File: config.mk
export PLATFORM = sky130hd
export DESIGN_NAME = mac_tile_mw
export DESIGN_NICKNAME = d
export VERILOG_FILES = /design/src/rtl/mac_tile_mw.sv
export SDC_FILE = /design/constraint.sdc
export NUM_CORES = 1
export LEC_CHECK = 0
export ABC_AREA = 1
export CAP_MARGIN = 10
export CELL_PAD_IN_SITES_DETAIL_PLACEMENT = 1
export CELL_PAD_IN_SITES_GLOBAL_PLACEMENT = 1
export CORE_AREA = 4 4 117 119
export CTS_BUF_LIST = sky130_fd_sc_hd__clkbuf_4
export CTS_CLUSTER_DIAMETER = 80
export DETAILED_ROUTE_END_ITERATION = 7
export DIE_AREA = 0 0 121 123
export GPL_ROUTABILITY_DRIVEN = 1
export PLACE_DENSITY = 0.95
export SLEW_MARGIN = 0
export SYNTH_ARGS = -nofsm -noshare
export SYNTH_HDL_FRONTEND = slang
export SYNTH_SLANG_ARGS = --single-unit
File: constraint.sdc
create_clock -name clk -period 8.4 [get_ports clk]
set_clock_uncertainty 0.15 [all_clocks]
set_input_delay 1.68 -clock clk [delete_from_list [all_inputs] [get_ports clk]]
set_output_delay 1.68 -clock clk [all_outputs]
set_load 0.02 [all_outputs]
File: src/rtl/mac_tile_mw.sv
// mac_tile_mw: one tile of a dual-mode (weight-/output-stationary) systolic MAC array.
//
// Parameters
//   bw      activation/weight width (signed)
//   psum_bw partial-sum/accumulator width (signed, > 2*bw)
//   wdepth  weight-bank entries (power of 2, >= 2)
//
// Ports
//   clk, reset            clock; asynchronous active-low reset
//   mode_select           0 = weight-stationary, 1 = output-stationary
//   in_w, inst_w, wsel_w  activation, instruction {drain, execute, load}, bank index from west
//   in_n, valid_n         partial sum / weight and drain-valid from north
//   out_e, inst_e, wsel_e registered east copies
//   out_s, valid_s        registered south data and drain-valid
//   load_full             every weight-bank entry has been written
module mac_tile_mw #(
  parameter int bw      = 4,
  parameter int psum_bw = 16,
  parameter int wdepth  = 4,
  localparam int iw     = $clog2(wdepth)
) (
  input  logic               clk,
  input  logic               reset,
  input  logic               mode_select,
  input  logic [bw-1:0]      in_w,
  input  logic [2:0]         inst_w,
  input  logic [iw-1:0]      wsel_w,
  input  logic [psum_bw-1:0] in_n,
  input  logic               valid_n,
  output logic [bw-1:0]      out_e,
  output logic [2:0]         inst_e,
  output logic [iw-1:0]      wsel_e,
  output logic [psum_bw-1:0] out_s,
  output logic               valid_s,
  output logic               load_full
);

  localparam logic [0:0] st_acc     = 1'b0;
  localparam logic [0:0] st_drained = 1'b1;

  logic [bw-1:0]      wbank [wdepth];
  logic [iw-1:0]      lptr;
  logic [psum_bw-1:0] acc;
  logic               mode_q;
  logic [0:0]         os_state;

  logic               mode_chg;
  logic [psum_bw-1:0] a_ext, wws_ext, wos_ext;
  logic [psum_bw-1:0] prod_ws, prod_os;

  assign mode_chg = mode_select != mode_q;

  // Operands are sign-extended to psum_bw before multiplying; the exact product
  // fits in 2*bw bits, so the psum_bw-wide result equals its sign extension.
  assign a_ext   = {{(psum_bw-bw){in_w[bw-1]}}, in_w};
  assign wws_ext = {{(psum_bw-bw){wbank[wsel_w][bw-1]}}, wbank[wsel_w]};
  assign wos_ext = {{(psum_bw-bw){in_n[bw-1]}}, in_n[bw-1:0]};
  assign prod_ws = a_ext * wws_ext;
  assign prod_os = a_ext * wos_ext;

  always_ff @(posedge clk or negedge reset) begin
    if (!reset) begin
      out_s     <= '0;
      valid_s   <= 1'b0;
      out_e     <= '0;
      inst_e    <= '0;
      wsel_e    <= '0;
      load_full <= 1'b0;
      lptr      <= '0;
      acc       <= '0;
      mode_q    <= 1'b0;
      os_state  <= st_acc;
      for (int i = 0; i < wdepth; i++) wbank[i] <= '0;
    end else begin
      inst_e[2:1] <= inst_w[2:1];
      // Loads pass east only once this tile's bank is full.
      inst_e[0]   <= load_full & inst_w[0];
      mode_q      <= mode_select;

      if (mode_chg) begin
        acc       <= '0;
        lptr      <= '0;
        load_full <= 1'b0;
        os_state  <= st_acc;
        valid_s   <= 1'b0;
      end else begin
        if (inst_w[1] || inst_w[0]) begin
          out_e  <= in_w;
          wsel_e <= wsel_w;
        end

        if (!mode_q) begin
          // Weight-stationary. The execute read uses the pre-write bank value.
          if (inst_w[0] && !load_full) begin
            wbank[lptr] <= in_w;
            lptr        <= lptr + iw'(1);
            if (lptr == iw'(wdepth - 1)) load_full <= 1'b1;
          end
          if (inst_w[1]) begin
            out_s   <= in_n + prod_ws;
            valid_s <= 1'b0;
          end
        end else if (os_state == st_acc) begin
          if (inst_w[2]) begin
            out_s    <= inst_w[1] ? acc + prod_os : acc;
            valid_s  <= 1'b1;
            acc      <= '0;
            os_state <= st_drained;
          end else if (inst_w[1]) begin
            acc     <= acc + prod_os;
            out_s   <= wos_ext;
            valid_s <= 1'b0;
          end
        end else begin
          // Drained: forward upstream results until drain drops.
          if (inst_w[2]) begin
            out_s   <= in_n;
            valid_s <= valid_n;
          end else begin
            valid_s  <= 1'b0;
            os_state <= st_acc;
            if (inst_w[1]) begin
              acc   <= acc + prod_os;
              out_s <= wos_ext;
            end
          end
        end
      end
    end
  end

endmodule

[Yosys cells after proc, flatten, opt, wreduce, memory -nomap -nowiden]
Cells that the tools add are included.
Word-level totals
  logic and storage cells: 79
  output and inout bits: 27
  flip-flop bits (word level): 63
Operators by class
  multipliers: 2
  reductions and logical operators: 14
  muxes and demuxes: 34
  bitwise logic cells: 5
  add/sub/neg operators: 3
  equal/unequal tests: 4
  magnitude comparators: 3
Operator list (number)
  $mux 16: 12
  $add 16x16->16: 2
  $bwmux 16: 1
  $mul 4x4->8: 2
  $mux 1: 13
  $mux 4: 3
  $bmux 4 s2: 1
  $demux 4 s2: 1
  $reduce_and 2->1: 4
  $reduce_bool 2->1: 4
  $ge 3x3->1 const B: 2
  $mux 2: 3
  $not 2->3: 2
  $reduce_and 3->1: 2
  $lt 3x1->1 const B: 1
  $ne 3x2->1 const B: 1
  $add 2x1->2 const B: 1
  $eq 2x2->1 const B: 1
  $logic_and 1x1->1: 2
  $ne 2x1->1 const B: 1
  $not 1->1: 2
  $and 1x1->1: 1
  $logic_not 1->1: 1
  $logic_or 1x1->1: 1
  $ne 1x1->1: 1

[Longest topological paths before layout]
  word-level depth: 8
  depth in mapped cells: 36

[Least setup slack after synthesis]
Ideal clock, no wire load.
  path kind: input to register
  start point: in wsel_w[0]
  end point: reg out_s[13]
  setup time: 0.117 ns
  stages: 30
  arrival: 6.203 ns
  setup slack: 1.931 ns
  cells stage by stage: buf_6 > inv_4 > nand2_1 > nand3_1 > nand3_1 > fa_1 > fa_1 > fa_1 > inv_1 > ha_1 > fa_1 > a21oi_1 > nor2_1 > nor2_1 > inv_1 > nand2_1 > nand2_1 > nand2_1 > nand2_1 > ha_1 > a21oi_1 > o21ai_0 > a211oi_1 > nand2_1 > nand2_1 > nand3_1 > nand2_1 > inv_1 > nand2_1 > nand2_1
On the way
  word-level cells in the longest chain between the ends: 8
Ends and longest elaborated chain
  start, declared: line 27  | input logic [iw-1:0] wsel_w,
  $not 2->3 (not written as such): line 56  | assign wws_ext = {{(psum_bw-bw){wbank[wsel_w][bw-1]}}, wbank[wsel_w]};
  $bmux 4 s2: line 56
  $mux 4 (not written as such) (2 in series): line 56
  $mul 4x4->8: line 58  | assign prod_ws = a_ext * wws_ext;
  $add 16x16->16: line 100  | out_s <= in_n + prod_ws;
  $mux 16: line 99  | if (inst_w[1]) begin
  $mux 16: line 92  | if (!mode_q) begin
  end signal, assigned: line 100
  end signal, assigned: line 105  | out_s <= inst_w[1] ? acc + prod_os : acc;
  end signal, assigned: line 111  | out_s <= wos_ext;
  end, declared: line 33  | output logic [psum_bw-1:0] out_s,
No other way between the ends. The select of a mux whose other input is x is not followed.
A chain may end at the register's enable or synchronous reset.

[Worst setup path in the final report]
  start point: in wsel_w[0]
  end point: reg out_s[15]
Same word-level chain as after synthesis.

==> out/qor.csv <==
metric,value,unit
setup_viol,0,
crit_fanout,9,
ant_nets,0,
post-route-worst-setup-slack,1.06,ns
portBuffers,55,
finalCritPeriodShare,0.873,
layout_common_cells,"nand2_1 (216), inv_1 (101), o21ai_0 (74)",
cts_buffers,9,
p_per_area,334,nW/um2
fp.dieW,121,um
drt_iter0_drc,400,
startpoint_type,primary input,
synth.distinct_cells,44,
clkPwrFrac,0.123,
cts_resized,0,
fmax,136,MHz
slowest_stage,clkdlybuf4s50_1,
switching_share,0.508,
dp_hpwl,13600,um
cts_setup_buffers,0,
rows,41,
period_minus_slack,7.34,ns
holdBufCountCts,0,
grt_antenna_before_repair,1,
grt_pass1_vias,6035,
peakVddDrop,0.171,mV
synth_top_area_frac,0.270,
synth_area,5850,um2
wirelength,17900,um
finalPower,0.00225,W
hold_class,reg2reg,
wl_per_cell,17.4,um
rsz0062_at_grt,false,
ys_ff_latch,63,
final_common_cell,nand2_1,
timing.hold.ws,0.351,ns
r2r_slack,2.72,ns
hold_viol,0,
place_ws,0.697,ns
ys_seq_area_frac,0.270,
cts_tree,built,
intPower,0.00111,W
clock-sinks,63,
cts_max_level,3,
yosys.area.top_type,dfrtp_1,
tns,0,ns
cap_violations,0,
nNetsFinal,967,
syn_nets,911,
drc,0,
power.leakage,3.44,nW
crit_type,in2reg,
p_seq_frac,0.211,
critical_path.max_stage_delay,0.60,ns
grt-ovfl-total,0,
critPathRequiredTime,8.62,ns
tightest_slew,1.15,ns
slew-limit-headroom,0.225,
clk_pin_slew_worst_paths,0.10,ns
dieArea,14900,um2
synth_edf_count,0,
outcome,"complete, no violations",
path_common_cell,nand2_1,
grt_max_degree,64,
layout-drive-gt1-share,0.0523,
routed-via-count,5761,
slew_violations,0,
first_pass_iters,5,
clk_root_buffer_cell,clkbuf_4,
postSynthAreaPerCell,7.32,um2
area_delta_synth_final,15.2,%
synthTopCellsByArea,"dfrtp_1 (27%), nand2_1 (14%), ha_1 (13%)",
fp.coreArea,12600,um2
worstPathArrival,7.55,ns
crit_path_end_kind,register,
critPathTopFamily,adder cells,
comb_power_share,0.667,
power_switching,0.00114,W
grt_pass1_wl,30100,um
gp_congestion,0.888,
synthFlopType,dfrtp_1,
synth_warnings,0,
clock_latency,0.44,ns
pin_count,56,
synth_cells,799,
fillers,1609,
die_h,123,um
ctsLongestPathBuffers,2,
path_buf_inv,4,
synthArstFlopShare,1.00,
track_usage,0.251,
via_per_inst,5.58,
start_util,0.465,
-- power groups by stage --
stage | Sequential (W) | Combinational, W | Clock (W)
global route | 0.000481 | 0.00170 | 0.000293
finish | 0.000474 | 0.00150 | 0.000276
floorplan | 0.000498 | 0.00103 | 0
detailed placement | 0.000472 | 0.00147 | 0
CTS | 0.000470 | 0.00150 | 0.000280
global placement | 0.000472 | 0.00141 | 0
-- cell families after synthesis --
| group | count (synthesis) | synth area share |
|---|---|---|
| simple gates | 344 | 0.247 |
| compound gates | 170 | 0.169 |
| buf+inv | 123 | 0.0865 |
| fa+ha+maj | 83 | 0.203 |
| flops | 63 | 0.270 |
| xor+xnor | 16 | 0.0240 |
-- path summary, 6_finish.rpt --
kind                                      start                     to  depth (start not counted)
min in group asynchronous                 reset     acc[0]$_DFFE_PN0P_                          2
min reg2reg                wbank[9]$_DFFE_PN0P_   wbank[9]$_DFFE_PN0P_                          2
max in group asynchronous                 reset   wbank[8]$_DFFE_PN0P_                          2
max reg2reg                wbank[7]$_DFFE_PN0P_  out_s[15]$_DFFE_PN0P_                         28
min                        wbank[9]$_DFFE_PN0P_   wbank[9]$_DFFE_PN0P_                          2
max                                   wsel_w[0]  out_s[15]$_DFFE_PN0P_                         30
-- registers in the layout, summed over array words and instances (netlist names) --
signal	cells
lptr	2
wsel_e	2
out_e	4
acc	16
load_full	1
out_s	16
valid_s	1
os_state	1
wbank	16
inst_e	3
mode_q	1
-- metrics by stage --
stage	std cells	area, um2	utilization
floorplan	799	5850	-
global placement	1016	6550	0.521
detailed placement	1016	6550	0.521
CTS	1032	6730	0.535
global route	1033	6730	0.536
finish	1033	6730	0.536
-- cells in the mapped netlist, drive strengths merged, types with 2 or more instances --
| cell type | count |
|---|---|
| xor2 | 11 |
| clkinv | 3 |
| a221oi | 12 |
| fa | 20 |
| o21bai | 2 |
| nand4 | 4 |
| ha | 63 |
| a21oi | 53 |
| o21ai | 78 |
| nand3 | 56 |
| o31ai | 2 |
| buf | 11 |
| nor3 | 5 |
| or2 | 3 |
| dfrtp | 63 |
| nand3b | 6 |
| o211ai | 6 |
| nand2 | 221 |
| a31oi | 6 |
| inv | 105 |
| xnor2 | 5 |
| nor2 | 48 |
| a21o | 2 |
| clkbuf | 4 |
-- per-layer routing --
layer | share of wire | wire (um) | vias up | GRT usage
li1 | - | - | 2766 | -
met1 | 0.44 | 7910 | 2817 | 0.331
met2 | 0.50 | 8930 | 150 | 0.439
met3 | 0.045 | 799 | 28 | 0.0339
met4 | 0.016 | 294 | 0 | 0.0644
met5 | 0 | 0 | - | 0
-- final cells by class --
cell class,count,area (um2),area share
tap,172,215,0.0320
antenna,1,2.50,0.000372
timing repair buffer,60,583,0.0866
multi-input combinational,613,3760,0.559
clock buffer,10,75.1,0.0112
sequential,63,1580,0.234
clock inverter,6,108,0.0160
inverter,108,408,0.0606
-- worst register-to-register path, delay by kind of cell, from the launching register on --
| family | cells | cell delay (ns) |
|---|---|---|
| AOI/OAI and AO/OA | 5 | 0.81 |
| adders and majority gates | 6 | 2.59 |
| buffers and inverters | 2 | 0.11 |
| DFF | 1 | 0.41 |
| and+or+nand+nor | 15 | 1.57 |
No activity file was read; power rests on OpenSTA's default activity.
